==> src/rtl/audio_in_receiver_if.sv <==
// Captured left/right sample pair with valid/ready handshake toward the consumer.
interface audio_in_receiver_if #(
    parameter int DATA_WIDTH = 16
) ();
    logic [DATA_WIDTH-1:0] left_sample;
    logic [DATA_WIDTH-1:0] right_sample;
    logic                  sample_valid;
    logic                  sample_ready;

    modport master (
        output left_sample,
        output right_sample,
        output sample_valid,
        input  sample_ready
    );

    modport slave (
        input  left_sample,
        input  right_sample,
        input  sample_valid,
        output sample_ready
    );
endinterface

==> src/rtl/audio_in_receiver.sv <==
// I2S ADC capture: synchronises codec pins, deserialises left/right words, presents pairs one clk after the completing BCLK rise.
// A pair completing while the previous one is still unaccepted is dropped and flagged in the sticky overflow bit.
module audio_in_receiver #(
    parameter int DATA_WIDTH  = 16,
    parameter int SYNC_STAGES = 2
) (
    input  logic                clk,
    input  logic                reset,
    input  logic                AUD_BCLK,
    input  logic                AUD_ADCLRCK,
    input  logic                AUD_ADCDAT,
    input  logic                enable,
    audio_in_receiver_if.master smp,
    output logic                overflow,
    output logic                frame_error,
    output logic [15:0]         frame_count
);

    localparam int CNT_W = $clog2(DATA_WIDTH + 1);
    localparam logic [CNT_W-1:0] FULL_CNT = CNT_W'(DATA_WIDTH);

    typedef enum logic [2:0] {
        WAIT_FRAME,
        LEFT_DELAY,
        LEFT_SHIFT,
        RIGHT_DELAY,
        RIGHT_SHIFT
    } state_t;

    logic [SYNC_STAGES-1:0] bclk_sync;
    logic [SYNC_STAGES-1:0] lrck_sync;
    logic [SYNC_STAGES-1:0] adat_sync;
    logic                   bclk_prev;

    logic bclk_s;
    logic lr_s;
    logic dat_s;
    logic bclk_rise;
    logic lr_change;
    logic word_full;
    logic pair_complete;

    state_t                state;
    logic [CNT_W-1:0]      bit_cnt;
    logic [DATA_WIDTH-1:0] shift_reg;
    logic [DATA_WIDTH-1:0] left_word;
    logic                  left_ok;
    logic                  lr_prev;
    logic                  lr_primed;

    assign bclk_s    = bclk_sync[SYNC_STAGES-1];
    assign lr_s      = lrck_sync[SYNC_STAGES-1];
    assign dat_s     = adat_sync[SYNC_STAGES-1];
    assign bclk_rise = bclk_s & ~bclk_prev;
    assign word_full = (bit_cnt == FULL_CNT);

    // The first rise after reset only learns the LRCK level, so a reset inside
    // a left channel does not look like the start of a new frame.
    assign lr_change = lr_primed && (lr_s != lr_prev);

    assign pair_complete = enable && bclk_rise && (state == RIGHT_SHIFT) &&
                           lr_change && word_full && left_ok;

    always_ff @(posedge clk) begin
        if (reset) begin
            bclk_sync <= '0;
            lrck_sync <= '0;
            adat_sync <= '0;
            bclk_prev <= 1'b0;
        end else begin
            bclk_sync <= {bclk_sync[SYNC_STAGES-2:0], AUD_BCLK};
            lrck_sync <= {lrck_sync[SYNC_STAGES-2:0], AUD_ADCLRCK};
            adat_sync <= {adat_sync[SYNC_STAGES-2:0], AUD_ADCDAT};
            bclk_prev <= bclk_s;
        end
    end

    // The delay slot coincides with the LRCK-change rise, so the DELAY states
    // are folded into that rise and the register moves straight to SHIFT.
    always_ff @(posedge clk) begin
        if (reset) begin
            state       <= WAIT_FRAME;
            bit_cnt     <= '0;
            shift_reg   <= '0;
            left_word   <= '0;
            left_ok     <= 1'b0;
            lr_prev     <= 1'b1;
            lr_primed   <= 1'b0;
            frame_error <= 1'b0;
        end else begin
            if (bclk_rise) begin
                lr_prev   <= lr_s;
                lr_primed <= 1'b1;
            end

            if (!enable) begin
                state     <= WAIT_FRAME;
                bit_cnt   <= '0;
                shift_reg <= '0;
                left_ok   <= 1'b0;
            end else if (bclk_rise) begin
                case (state)
                    WAIT_FRAME: begin
                        if (lr_change && !lr_s) begin
                            state     <= LEFT_SHIFT;
                            bit_cnt   <= '0;
                            shift_reg <= '0;
                            left_ok   <= 1'b0;
                        end
                    end
                    LEFT_DELAY: begin
                        state <= LEFT_SHIFT;
                    end
                    RIGHT_DELAY: begin
                        state <= RIGHT_SHIFT;
                    end
                    LEFT_SHIFT: begin
                        if (lr_change) begin
                            state     <= RIGHT_SHIFT;
                            bit_cnt   <= '0;
                            shift_reg <= '0;
                            left_ok   <= word_full;
                            if (word_full) begin
                                left_word <= shift_reg;
                            end else begin
                                frame_error <= 1'b1;
                            end
                        end else if (!word_full) begin
                            shift_reg <= {shift_reg[DATA_WIDTH-2:0], dat_s};
                            bit_cnt   <= bit_cnt + CNT_W'(1);
                        end
                    end
                    RIGHT_SHIFT: begin
                        if (lr_change) begin
                            state     <= LEFT_SHIFT;
                            bit_cnt   <= '0;
                            shift_reg <= '0;
                            left_ok   <= 1'b0;
                            if (!word_full) begin
                                frame_error <= 1'b1;
                            end
                        end else if (!word_full) begin
                            shift_reg <= {shift_reg[DATA_WIDTH-2:0], dat_s};
                            bit_cnt   <= bit_cnt + CNT_W'(1);
                        end
                    end
                    default: begin
                        state <= WAIT_FRAME;
                    end
                endcase
            end
        end
    end

    // A completion and an acceptance in the same cycle replace the pair in place.
    always_ff @(posedge clk) begin
        if (reset) begin
            smp.left_sample  <= '0;
            smp.right_sample <= '0;
            smp.sample_valid <= 1'b0;
            overflow         <= 1'b0;
            frame_count      <= 16'd0;
        end else if (pair_complete && smp.sample_valid && !smp.sample_ready) begin
            overflow <= 1'b1;
        end else if (pair_complete) begin
            smp.left_sample  <= left_word;
            smp.right_sample <= shift_reg;
            smp.sample_valid <= 1'b1;
            frame_count      <= frame_count + 16'd1;
        end else if (smp.sample_valid && smp.sample_ready) begin
            smp.sample_valid <= 1'b0;
        end
    end

endmodule

==> src/flat_wrapper.sv <==
// flat-port wrapper written by rule: the top's interface ports become plain ports
module audio_in_receiver_flat 
#(
    parameter int DATA_WIDTH  = 16,
    parameter int SYNC_STAGES = 2
)
  (clk, reset, AUD_BCLK, AUD_ADCLRCK, AUD_ADCDAT, enable, overflow, frame_error, frame_count, smp_left_sample, smp_right_sample, smp_sample_valid, smp_sample_ready);
  audio_in_receiver_if #(.DATA_WIDTH(DATA_WIDTH)) smp_i ();
  input  logic clk;
  input  logic reset;
  input  logic AUD_BCLK;
  input  logic AUD_ADCLRCK;
  input  logic AUD_ADCDAT;
  input  logic enable;
  output logic overflow;
  output logic frame_error;
  output logic [15:0] frame_count;
  output wire logic [$bits(smp_i.left_sample)-1:0] smp_left_sample;
  output wire logic [$bits(smp_i.right_sample)-1:0] smp_right_sample;
  output wire logic [$bits(smp_i.sample_valid)-1:0] smp_sample_valid;
  input wire logic [$bits(smp_i.sample_ready)-1:0] smp_sample_ready;
  assign smp_left_sample = smp_i.left_sample;
  assign smp_right_sample = smp_i.right_sample;
  assign smp_sample_valid = smp_i.sample_valid;
  assign smp_i.sample_ready = smp_sample_ready;
  audio_in_receiver #(.DATA_WIDTH(DATA_WIDTH), .SYNC_STAGES(SYNC_STAGES)) u_core (.clk(clk), .reset(reset), .AUD_BCLK(AUD_BCLK), .AUD_ADCLRCK(AUD_ADCLRCK), .AUD_ADCDAT(AUD_ADCDAT), .enable(enable), .smp(smp_i), .overflow(overflow), .frame_error(frame_error), .frame_count(frame_count));
endmodule
==> config.mk <==
export PLATFORM = sky130hd
export DESIGN_NAME = audio_in_receiver_flat
export DESIGN_NICKNAME = d
export VERILOG_FILES = /design/src/rtl/audio_in_receiver_if.sv /design/src/rtl/audio_in_receiver.sv /design/src/flat_wrapper.sv
export SDC_FILE = /design/constraint.sdc
export NUM_CORES = 1
export LEC_CHECK = 0
export ABC_AREA = 1
export BUFFER_PORTS_ARGS = -buffer_cell sky130_fd_sc_hd__clkbuf_2
export CAP_MARGIN = 40
export CORE_MARGIN = 8
export CORE_UTILIZATION = 56
export CTS_BUF_LIST = sky130_fd_sc_hd__clkbuf_16
export CTS_CLUSTER_DIAMETER = 150
export DETAILED_ROUTE_END_ITERATION = 12
export GPL_ROUTABILITY_DRIVEN = 0
export PLACE_DENSITY = 0.8
export SLEW_MARGIN = 20
export SYNTH_ARGS = -nofsm -noshare
export SYNTH_HDL_FRONTEND = slang
export SYNTH_SLANG_ARGS = --single-unit
==> constraint.sdc <==
create_clock -name clk -period 1.7 [get_ports clk]
set_input_delay 0.17 -clock clk [delete_from_list [all_inputs] [get_ports clk]]
set_output_delay 0.17 -clock clk [all_outputs]
set_load 0.05 [all_outputs]
==> results of run 1 <==
[critical path, delay by kind of cell (launching register included)]
kind | cells | cell delay [ns]
buffers and inverters | 4 | 0.41
and+or+nand+nor | 4 | 0.42
AOI/OAI and AO/OA | 2 | 0.27
adders and majority gates | 1 | 0.14
DFF | 1 | 0.33
[area by class of cell]
| class | instances | share of cell area (%) |
|---|---|---|
| clock buffers | 9 | 4.46 |
| multi-input cells | 359 | 34.9 |
| clock inverters | 7 | 1.51 |
| repair buffers | 78 | 12.1 |
| inverters | 61 | 4.73 |
| well taps | 99 | 2.45 |
| flip-flops and latches | 100 | 39.8 |
[repair_timing]
action / 4_1_cts / 5_1_grt
setup endpoints to repair: 23 / 81
hold buffers: 0 / 0
gates resized for setup: 6 / 35
pin swaps: 1 / 5
gates cloned: 0 / 5
setup buffers: 0 / 3
[Yosys cell counts (all sizes together)]
master    n
nor3b     2
dfxtp   100
o21ai    79
o21bai    3
inv      61
o21a      1
nand2    65
nand3    22
nor2    122
a21oi    46
clkbuf    9
xor2      2
nor3      2
or2       2
ha        7
buf      17
a31oi     1
nand4     5
[cell usage in the layout, fill, tap and decap left out, drive strengths merged]
cell and count:
nor3b 2, o21ai 79, a21oi 46, nand3 22, ha 7, inv 65, dfxtp 100, xor2 2
o21bai 3, a31oi 1, nor2 122, clkbuf 71, nor3 2, or2 2, nand4 5, buf 16
nand2 65, o21a 1, clkinv 3
[path summary, 6_finish.rpt]
kind / endpoint / startpoint / slack (ns)
worst max register to register: u_core.smp.right_sample[5] / u_core.bit_cnt[1] / 0.03
worst min-delay path: u_core.adat_sync[0] / AUD_ADCDAT / 0.01
worst min register to register: u_core.adat_sync[1] / u_core.adat_sync[0] / 0.41
worst max-delay path: u_core.smp.right_sample[5] / u_core.bit_cnt[1] / 0.03
[metrics by stage]
stage	hold slack [ns]	std cells
2_1_floorplan	0.277	546
3_3_place_gp	0.367	689
3_5_place_dp	0.367	689
4_1_cts	0.00398	705
5_1_grt	0.0125	713
6_report	0.0101	713
[kinds of logic after synthesis]
family	after synthesis	synth area share (%)
AOI/OAI and AO/OA	130	16.3
xor gates and xnor gates	2	0.429
adders and majority gates	7	2.14
buffers and inverters	87	9.13
DFF	100	49.0
and+or+nand+nor	220	23.0
[power by group]
| group | switching (uW) | leakage [uW] | internal [uW] |
|---|---|---|---|
| registers | 7.38 | 0.000810 | 2350 |
| clock network | 978 | 0.000149 | 1050 |
| logic | 71.7 | 0.00130 | 36.7 |
| total | 1060 | 0.00226 | 3430 |
[per-layer routing]
metal  vias to the layer above  wire (um)  GRT usage [%]
met3                        25        597           3.51
met1                      1787       4310           20.5
met2                       128       4960           34.0
met4                         0        217           8.93
met5                         -          0              0
li1                       1872          -              -
==> results.py, run 1 <==
metrics = {
    "run_status": {
        "outcome": "complete, no violations",
    },
    "sta": {
        "fin_ws_ns": 0.0343,
        "rsz0062_at_grt": "true",
        "worst_pin_slew_ns": 0.409,
        "maxSlewHeadroom_pct": 72.7,
        "drv_slew": 0,
        "min_period_over_period_pct": 98.0,
        "timing.setup.tns_ns": 0,
        "max_freq_mhz": 600,
        "finalSetupViolations": 0,
        "min_period_ns": 1.67,
        "final-hold-violation-count": 0,
        "skew_ns": 0.00570,
    },
    "critical_path": {
        "cp_data_required_time_ns": 1.96,
        "start_kind": "flop",
        "path_cells": "inv_2 -> ha_1 -> nand2_2 -> inv_1 -> nand2_2 -> nor2_4 -> nand3_4 -> inv_8 -> clkbuf_16 -> o21ai_0 -> a21oi_1",
        "arrival_ns": 1.93,
        "slowest_stage": "dfxtp_2",
        "rr_worst_depth": 11,
        "critPathMaxStageDelay_ns": 0.33,
        "crit_path_max_fanout": 6,
        "cpMostUsedCell": "nand2_2",
        "end_kind": "flop",
        "worstSetupPathType": "reg -> reg",
    },
    "yosys": {
        "ys_ff_latch": 100,
        "syn-instance-count": 546,
        "yosysUniqueCellTypes": 32,
        "synth_top_area_share_pct": 49.0,
        "synth_area_sq_mm": 0.00408,
        "synth_warnings": 0,
        "ys_top_cells_by_area": "dfxtp_1 (49%), nor2_1 (11%), o21ai_0 (9.2%)",
        "synth_nets": 560,
        "syn_avg_cell_area_sq_um": 7.48,
        "yosys.area.top_type": "dfxtp_1",
        "ys_seq_area_share_pct": 49.0,
    },
    "cts": {
        "htreeDepth": 3,
        "cts-root-buf": "clkbuf_16",
        "clkLatencyLatePin_ns": 0.34,
        "cts-buffers-inserted": 9,
        "cts_tree": "done",
        "clk_pin_slew_ns": 0.08,
        "clock-sinks": 100,
        "ctsLongestPathBuffers": 2,
    },
    "routing": {
        "dr.pass1.iters": 5,
        "vias": 3812,
        "ant_nets": 0,
        "vias_per_cell": 5.35,
        "drt_wl_total_um": 10100,
        "dr.first_iter.drc_count": 259,
        "routedWlPerCell_um": 14.1,
        "drc": 0,
    },
    "run": {
        "maxCapViolCount": 0,
    },
    "layout": {
        "seq_area_sq_mm": 0.00201,
        "nets": 623,
        "syn_to_final_growth_pct": 23.7,
        "nFillCells": 550,
        "post-route-util_pct": 70.4,
        "multi_input_area_sq_mm": 0.00176,
        "fin_area_sq_mm": 0.00505,
        "drive_gt1_share_pct": 20.7,
        "diodes": 0,
    },
    "power": {
        "vdd_drop_max_v": 0.000611,
        "p_per_area_mw_per_mm2": 889,
        "total_power_uw": 4490,
        "leakage_uw": 0.00226,
    },
    "die": {
        "fp.dieW_um": 101,
        "ios": 58,
        "die_h_um": 101,
        "die-area_sq_mm": 0.0103,
        "core_sq_mm": 0.00718,
        "rows": 31,
        "start_util_pct": 56.9,
    },
    "global_routing": {
        "overflow": 0,
        "grt_pass1_wl_um": 15600,
        "grt_max_degree": 51,
        "antenna_found_initial": 0,
        "grt_pass1_vias": 3605,
        "grtUsageTotal_pct": 18.7,
    },
    "placement": {
        "dp_hpwl_um": 6450,
        "port_buffers": 57,
        "place_ws_ns": -0.0632,
        "dpl_cell_area_sq_mm": 0.00452,
    },
    "hold_path": {
        "whs_path_depth": 3,
        "hold_path.class": "in -> reg",
    },
}
(Power assumes the default switching activity.)
==> run 2, diff against run 1 <==
--- a/config.mk
+++ b/config.mk
@@ -9,12 +9,12 @@
 export BUFFER_PORTS_ARGS = -buffer_cell sky130_fd_sc_hd__clkbuf_2
 export CAP_MARGIN = 40
 export CORE_MARGIN = 8
-export CORE_UTILIZATION = 56
+export CORE_UTILIZATION = 51
 export CTS_BUF_LIST = sky130_fd_sc_hd__clkbuf_16
 export CTS_CLUSTER_DIAMETER = 150
 export DETAILED_ROUTE_END_ITERATION = 12
 export GPL_ROUTABILITY_DRIVEN = 0
-export PLACE_DENSITY = 0.8
+export PLACE_DENSITY = 0.77
 export SLEW_MARGIN = 20
 export SYNTH_ARGS = -nofsm -noshare
 export SYNTH_HDL_FRONTEND = slang
==> constraint.sdc (replaced) <==
create_clock -name clk -period 1.5 [get_ports clk]
set_input_delay 0.15 -clock clk [delete_from_list [all_inputs] [get_ports clk]]
set_output_delay 0.15 -clock clk [all_outputs]
set_load 0.05 [all_outputs]
==> run 2 against run 1 <==
  * The run now ends with setup timing left
  * Final cell count grew 5.0%
  * Highest routed layer unchanged
  * Via count grew 7.7%
  * Largest power group unchanged
  * First-iteration DRC count grew 17%
  * Global-route usage grew 1.3 points
  * Sequential power grew 13%
  * Sequential share of layout area shrank 4.5 points
  * Clock power grew 18%
  * Total power grew 16%
  * Hold slack gained 0.15 ns
  * Sequential cell count is the same
  * Clock skew grew 0.0058 ns
==> results.py, run 2 (synthesized netlist as in run 1, its figures left out) <==
metrics = {
    "run_status": {
        "outcome": "finished with violations",
        "violations": "setup timing",
    },
    "hold_path": {
        "hp-start": "smp_sample_ready",
        "hold_path.class": "in -> reg",
        "hold_end": "u_core.smp.sample_valid",
        "whs_path_depth": 3,
    },
    "sta": {
        "max_freq_mhz": 600,
        "fin_ws_ns": -0.168,
        "drv_slew": 0,
        "min_period_ns": 1.67,
        "worst_pin_slew_ns": 0.285,
        "maxSlewHeadroom_pct": 80.8,
        "rsz0062_at_grt": "true",
        "timing.setup.tns_ns": -8.53,
        "skew_ns": 0.0115,
        "min_period_over_period_pct": 111,
        "final-hold-violation-count": 0,
        "finalSetupViolations": 88,
        "holdWs_ns": 0.164,
    },
    "die": {
        "fp.dieW_um": 105,
        "die-area_sq_mm": 0.0111,
        "ios": 58,
        "core_sq_mm": 0.00773,
        "die_h_um": 105,
        "rows": 32,
        "start_util_pct": 52.8,
    },
    "critical_path": {
        "start_kind": "flop",
        "critPathMaxStageDelay_ns": 0.33,
        "arrival_ns": 1.96,
        "slowest_stage": "dfxtp_2",
        "worstSetupPathType": "reg -> reg",
        "crit_path_max_fanout": 8,
        "rr_worst_depth": 11,
        "path_delay_family": "buffers and inverters",
        "crit_buf_inv": 4,
        "cp_data_required_time_ns": 1.79,
        "path_cells": "inv_2 -> ha_4 -> nand2_4 -> buf_4 -> nor2_4 -> nand2_2 -> nor3_4 -> buf_12 -> clkbuf_16 -> o21ai_1 -> a21oi_1",
        "rr_endpoint": "u_core.left_word[10]",
        "end_kind": "flop",
        "r2r-start": "u_core.bit_cnt[1]",
        "rrSetupSlack_ns": -0.17,
    },
    "routing": {
        "drc": 0,
        "vias": 4104,
        "dr.pass1.iters": 5,
        "dr.first_iter.drc_count": 303,
        "drt_wl_total_um": 12500,
        "routedWlPerCell_um": 16.7,
        "ant_nets": 0,
        "vias_per_cell": 5.48,
    },
    "placement": {
        "dp_hpwl_um": 6610,
        "numPlacedInstances": 709,
        "port_buffers": 57,
        "place_ws_ns": -0.180,
    },
    "layout": {
        "nFillCells": 516,
        "drive_gt1_share_pct": 34.6,
        "multi_input_area_sq_mm": 0.00202,
        "final_common_cell": "nor2_1",
        "syn_to_final_growth_pct": 40.6,
        "layout_common_cells": "nor2_1 (103), dfxtp_1 (85), clkbuf_2 (57)",
        "diodes": 0,
        "seq_area_sq_mm": 0.00203,
        "nets": 656,
        "finalNonFillerCells": 749,
    },
    "cts": {
        "ctsLongestPathBuffers": 2,
        "clkLatencyLatePin_ns": 0.36,
        "cts_tree": "done",
        "cts-buffers-inserted": 9,
        "cts-root-buf": "clkbuf_16",
        "clk_pin_slew_ns": 0.08,
        "clock-sinks": 100,
        "htreeDepth": 3,
    },
    "power": {
        "total_power_uw": 5190,
        "p_per_area_mw_per_mm2": 905,
        "vdd_drop_max_v": 0.000738,
        "leakage_uw": 0.00249,
    },
    "run": {
        "maxCapViolCount": 0,
    },
    "global_routing": {
        "grt_pass1_wl_um": 18400,
        "overflow": 0,
        "grt_pass1_vias": 3896,
        "grt_max_degree": 60,
        "antenna_found_initial": 0,
        "grtUsageTotal_pct": 20.0,
    },
}
run 2: routing by layer:
metal | global-route usage [%] | wire (um) | up-vias
li1 | - | - | 1942
met1 | 22.1 | 4930 | 1968
met2 | 35.7 | 6530 | 160
met3 | 5.36 | 757 | 34
met4 | 7.95 | 320 | 0
met5 | 0 | 0 | -
run 2: worst max path at each step:
| stage | end | cells after the start | start |
|---|---|---|---|
| after floorplan | u_core.frame_count[10] | 12 | u_core.bit_cnt[0] |
| after global placement | u_core.frame_count[6] | 10 | u_core.state[1] |
| after detailed placement | u_core.frame_count[6] | 10 | u_core.state[1] |
| after CTS | u_core.left_word[4] | 10 | u_core.bit_cnt[0] |
| after global routing | u_core.left_word[7] | 11 | u_core.bit_cnt[1] |
| final | u_core.left_word[10] | 11 | u_core.bit_cnt[1] |
run 2: cell type report:
type | instances | share of cell area [%]
flip-flops and latches | 100 | 35.4
multi-input cells | 359 | 35.2
repair buffers | 111 | 17.3
inverters | 61 | 4.29
clock buffers | 9 | 3.92
well taps | 102 | 2.22
clock inverters | 7 | 1.63
run 2: through the flow:
stage / util, % / area [sq um]
finish: 74.3 / 5740
global route: 74.3 / 5740
floorplan: - / 4110
global placement: 60.4 / 4670
detailed placement: 60.4 / 4670
CTS: 70.0 / 5410
run 2: worst register-to-register path: stages, from the launching register on:
cell and delay (ns):
dfxtp_2 0.33, inv_2 0.09, ha_4 0.15, nand2_4 0.05, buf_4 0.14, nor2_4 0.11
nand2_2 0.07, nor3_4 0.17, buf_12 0.15, clkbuf_16 0.15, o21ai_1 0.06, a21oi_1 0.14
run 2: repair_timing:
action / in CTS / in global routing
gates resized for setup: 87 / 92
cloned: 7 / 3
hold buffers: 3 / 0
setup endpoints to repair: 87 / 88
setup buffers: 6 / 6
pin swaps: 12 / 12
endpoints found under the hold margin: 3 / 0
run 2: report_power, final:
| part | internal (uW) | total, uW | switching, uW |
|---|---|---|---|
| Sequential | 2660 | 2670 | 8.52 |
| Clock | 1200 | 2380 | 1180 |
| Combinational | 52.9 | 149 | 96.0 |
==> run 3, diff against run 2 <==
--- a/config.mk
+++ b/config.mk
@@ -15,6 +15,7 @@
 export DETAILED_ROUTE_END_ITERATION = 12
 export GPL_ROUTABILITY_DRIVEN = 0
 export PLACE_DENSITY = 0.77
+export RECOVER_POWER = 50
 export SLEW_MARGIN = 20
 export SYNTH_ARGS = -nofsm -noshare
 export SYNTH_HDL_FRONTEND = slang
==> run 3 against run 2 <==
  * Core utilization decreased by 0.40 points
  * Sequential power about the same
  * Largest power group unchanged
  * The flow still finishes with violations (setup timing)
  * Critical path depth unchanged
  * Sequential share of layout area increased by 0.19 points
  * Combinational power about the same
  * Sequential cell count unchanged
  * Total power about the same
  * Clock power about the same
  * Highest routed layer unchanged
  * Design area decreased by 0.54%
  * Wire length decreased by 0.19%
  * Register-to-register slack about the same
==> results.py, run 3 (synthesized netlist as in run 1, its figures left out) <==
metrics = {
    "layout": {
        "diodes": 0,
        "drive_gt1_share_pct": 31.1,
        "final_common_cell": "nor2_1",
        "post-route-util_pct": 73.9,
        "syn_to_final_growth_pct": 39.8,
        "nets": 656,
        "layout_common_cells": "nor2_1 (103), dfxtp_1 (85), nand2_1 (55)",
    },
    "die": {
        "die_h_um": 105,
        "fp.dieW_um": 105,
        "start_util_pct": 52.8,
        "die-area_sq_mm": 0.0111,
        "ios": 58,
        "core_sq_mm": 0.00773,
        "rows": 32,
    },
    "critical_path": {
        "critPathMaxStageDelay_ns": 0.34,
        "slowest_stage": "dfxtp_2",
        "path_delay_family": "buffers and inverters",
        "crit_path_max_fanout": 8,
        "start_kind": "flop",
        "end_kind": "flop",
        "worstSetupPathType": "reg -> reg",
        "crit_buf_inv": 4,
        "arrival_ns": 1.96,
        "path_cells": "inv_2 -> ha_4 -> nand2_4 -> buf_4 -> nor2_4 -> nand2_2 -> nor3_4 -> buf_12 -> clkbuf_16 -> o21ai_1 -> a21oi_1",
        "cp_data_required_time_ns": 1.79,
    },
    "global_routing": {
        "grt_pass1_vias": 3896,
        "grt_pass1_wl_um": 18400,
        "grtUsageTotal_pct": 20.0,
        "overflow": 0,
        "antenna_found_initial": 0,
        "grt_max_degree": 60,
    },
    "cts": {
        "cts_tree": "done",
        "clkLatencyLatePin_ns": 0.36,
        "ctsLongestPathBuffers": 2,
        "cts-buffers-inserted": 9,
        "htreeDepth": 3,
        "clock-sinks": 100,
        "cts-root-buf": "clkbuf_16",
        "clk_pin_slew_ns": 0.08,
    },
    "hold_path": {
        "hold_path.class": "in -> reg",
    },
    "sta": {
        "maxSlewHeadroom_pct": 57.0,
        "fin_ws_ns": -0.176,
        "worst_pin_slew_ns": 0.647,
        "min_period_over_period_pct": 112,
        "finalSetupViolations": 88,
        "skew_ns": 0.0117,
        "rsz0062_at_grt": "true",
        "timing.setup.tns_ns": -8.69,
        "drv_slew": 0,
        "min_period_ns": 1.68,
        "final-hold-violation-count": 0,
        "max_freq_mhz": 597,
    },
    "power": {
        "vdd_drop_max_v": 0.000736,
        "power_frac_clock_pct": 45.8,
        "total_power_uw": 5190,
        "swShare_pct": 24.6,
        "p_comb_share_pct": 2.8,
        "leakage_uw": 0.00241,
        "p_per_area_mw_per_mm2": 909,
        "p_int_uw": 3910,
        "power_frac_seq_pct": 51.4,
        "power.switching_uw": 1280,
    },
    "routing": {
        "ant_nets": 0,
        "drt_wl_total_um": 12500,
        "routedWlPerCell_um": 16.7,
        "vias": 4108,
        "drc": 0,
        "dr.first_iter.drc_count": 291,
        "vias_per_cell": 5.48,
        "dr.pass1.iters": 4,
    },
    "placement": {
        "place_ws_ns": -0.180,
        "dp_hpwl_um": 6610,
        "port_buffers": 57,
    },
    "run_status": {
        "violations": "setup timing",
        "outcome": "finished with violations",
    },
    "run": {
        "maxCapViolCount": 0,
    },
}
[run 3: metrics by stage]
step	cell area (sq um)	hold WS, ns	std cells
after floorplan	4110	0.257	546
after global placement	4670	0.345	709
after detailed placement	4670	0.347	709
after CTS	5410	0.132	741
after global routing	5710	0.196	749
final	5710	0.168	749
[run 3: final timing paths]
check,to,cells after the start,slack (ns),start
setup / recovery,u_core.left_word[10],11,-0.18,u_core.bit_cnt[1]
hold / removal,u_core.smp.sample_valid,3,0.17,smp_sample_ready
setup reg to reg,u_core.left_word[10],11,-0.18,u_core.bit_cnt[1]
hold reg to reg,u_core.lrck_sync[1],2,0.41,u_core.lrck_sync[0]
[run 3: layer usage]
layer | routed length [um] | vias up | track usage (%) | part of all wire [%]
met5 | 0 | - | 0 | 0
met4 | 317 | 0 | 7.95 | 2.5
met3 | 762 | 30 | 5.36 | 6.1
met2 | 6550 | 161 | 35.7 | 52
met1 | 4890 | 1974 | 22.1 | 39
li1 | - | 1943 | - | -
[run 3: repair_timing]
item | in CTS | in global routing
gates cloned | 7 | 3
resized for setup | 87 | 92
hold endpoints to repair | 3 | 0
setup buffers | 6 | 6
endpoints found under the setup margin | 87 | 88
pin swaps | 12 | 12
hold buffers | 3 | 0
[run 3: power groups by stage]
| stage | Clock [uW] | Sequential (uW) | Combinational (uW) |
|---|---|---|---|
| after detailed placement | 0 | 2730 | 119 |
| after global routing | 2480 | 2670 | 163 |
| after CTS | 2390 | 2670 | 135 |
| after floorplan | 0 | 2730 | 79.6 |
| after global placement | 0 | 2730 | 116 |
| final | 2370 | 2670 | 147 |
[run 3: cell type report]
type | instances | area [sq um]
Inverter | 61 | 246
Timing Repair Buffer | 111 | 963
Clock inverter | 7 | 93.8
Tap cell | 102 | 128
Clock buffer | 9 | 225
Sequential cell | 100 | 2030
Multi-Input combinational cell | 359 | 2020
Fill cell | 529 | 2020
[run 3: worst register-to-register path: cells and delay by family (launching register included)]
family          cells  cell delay [ns]
compound gates      2             0.20
fa+ha+maj           1             0.15
buf+inv             4             0.53
flops               1             0.34
simple gates        4             0.40
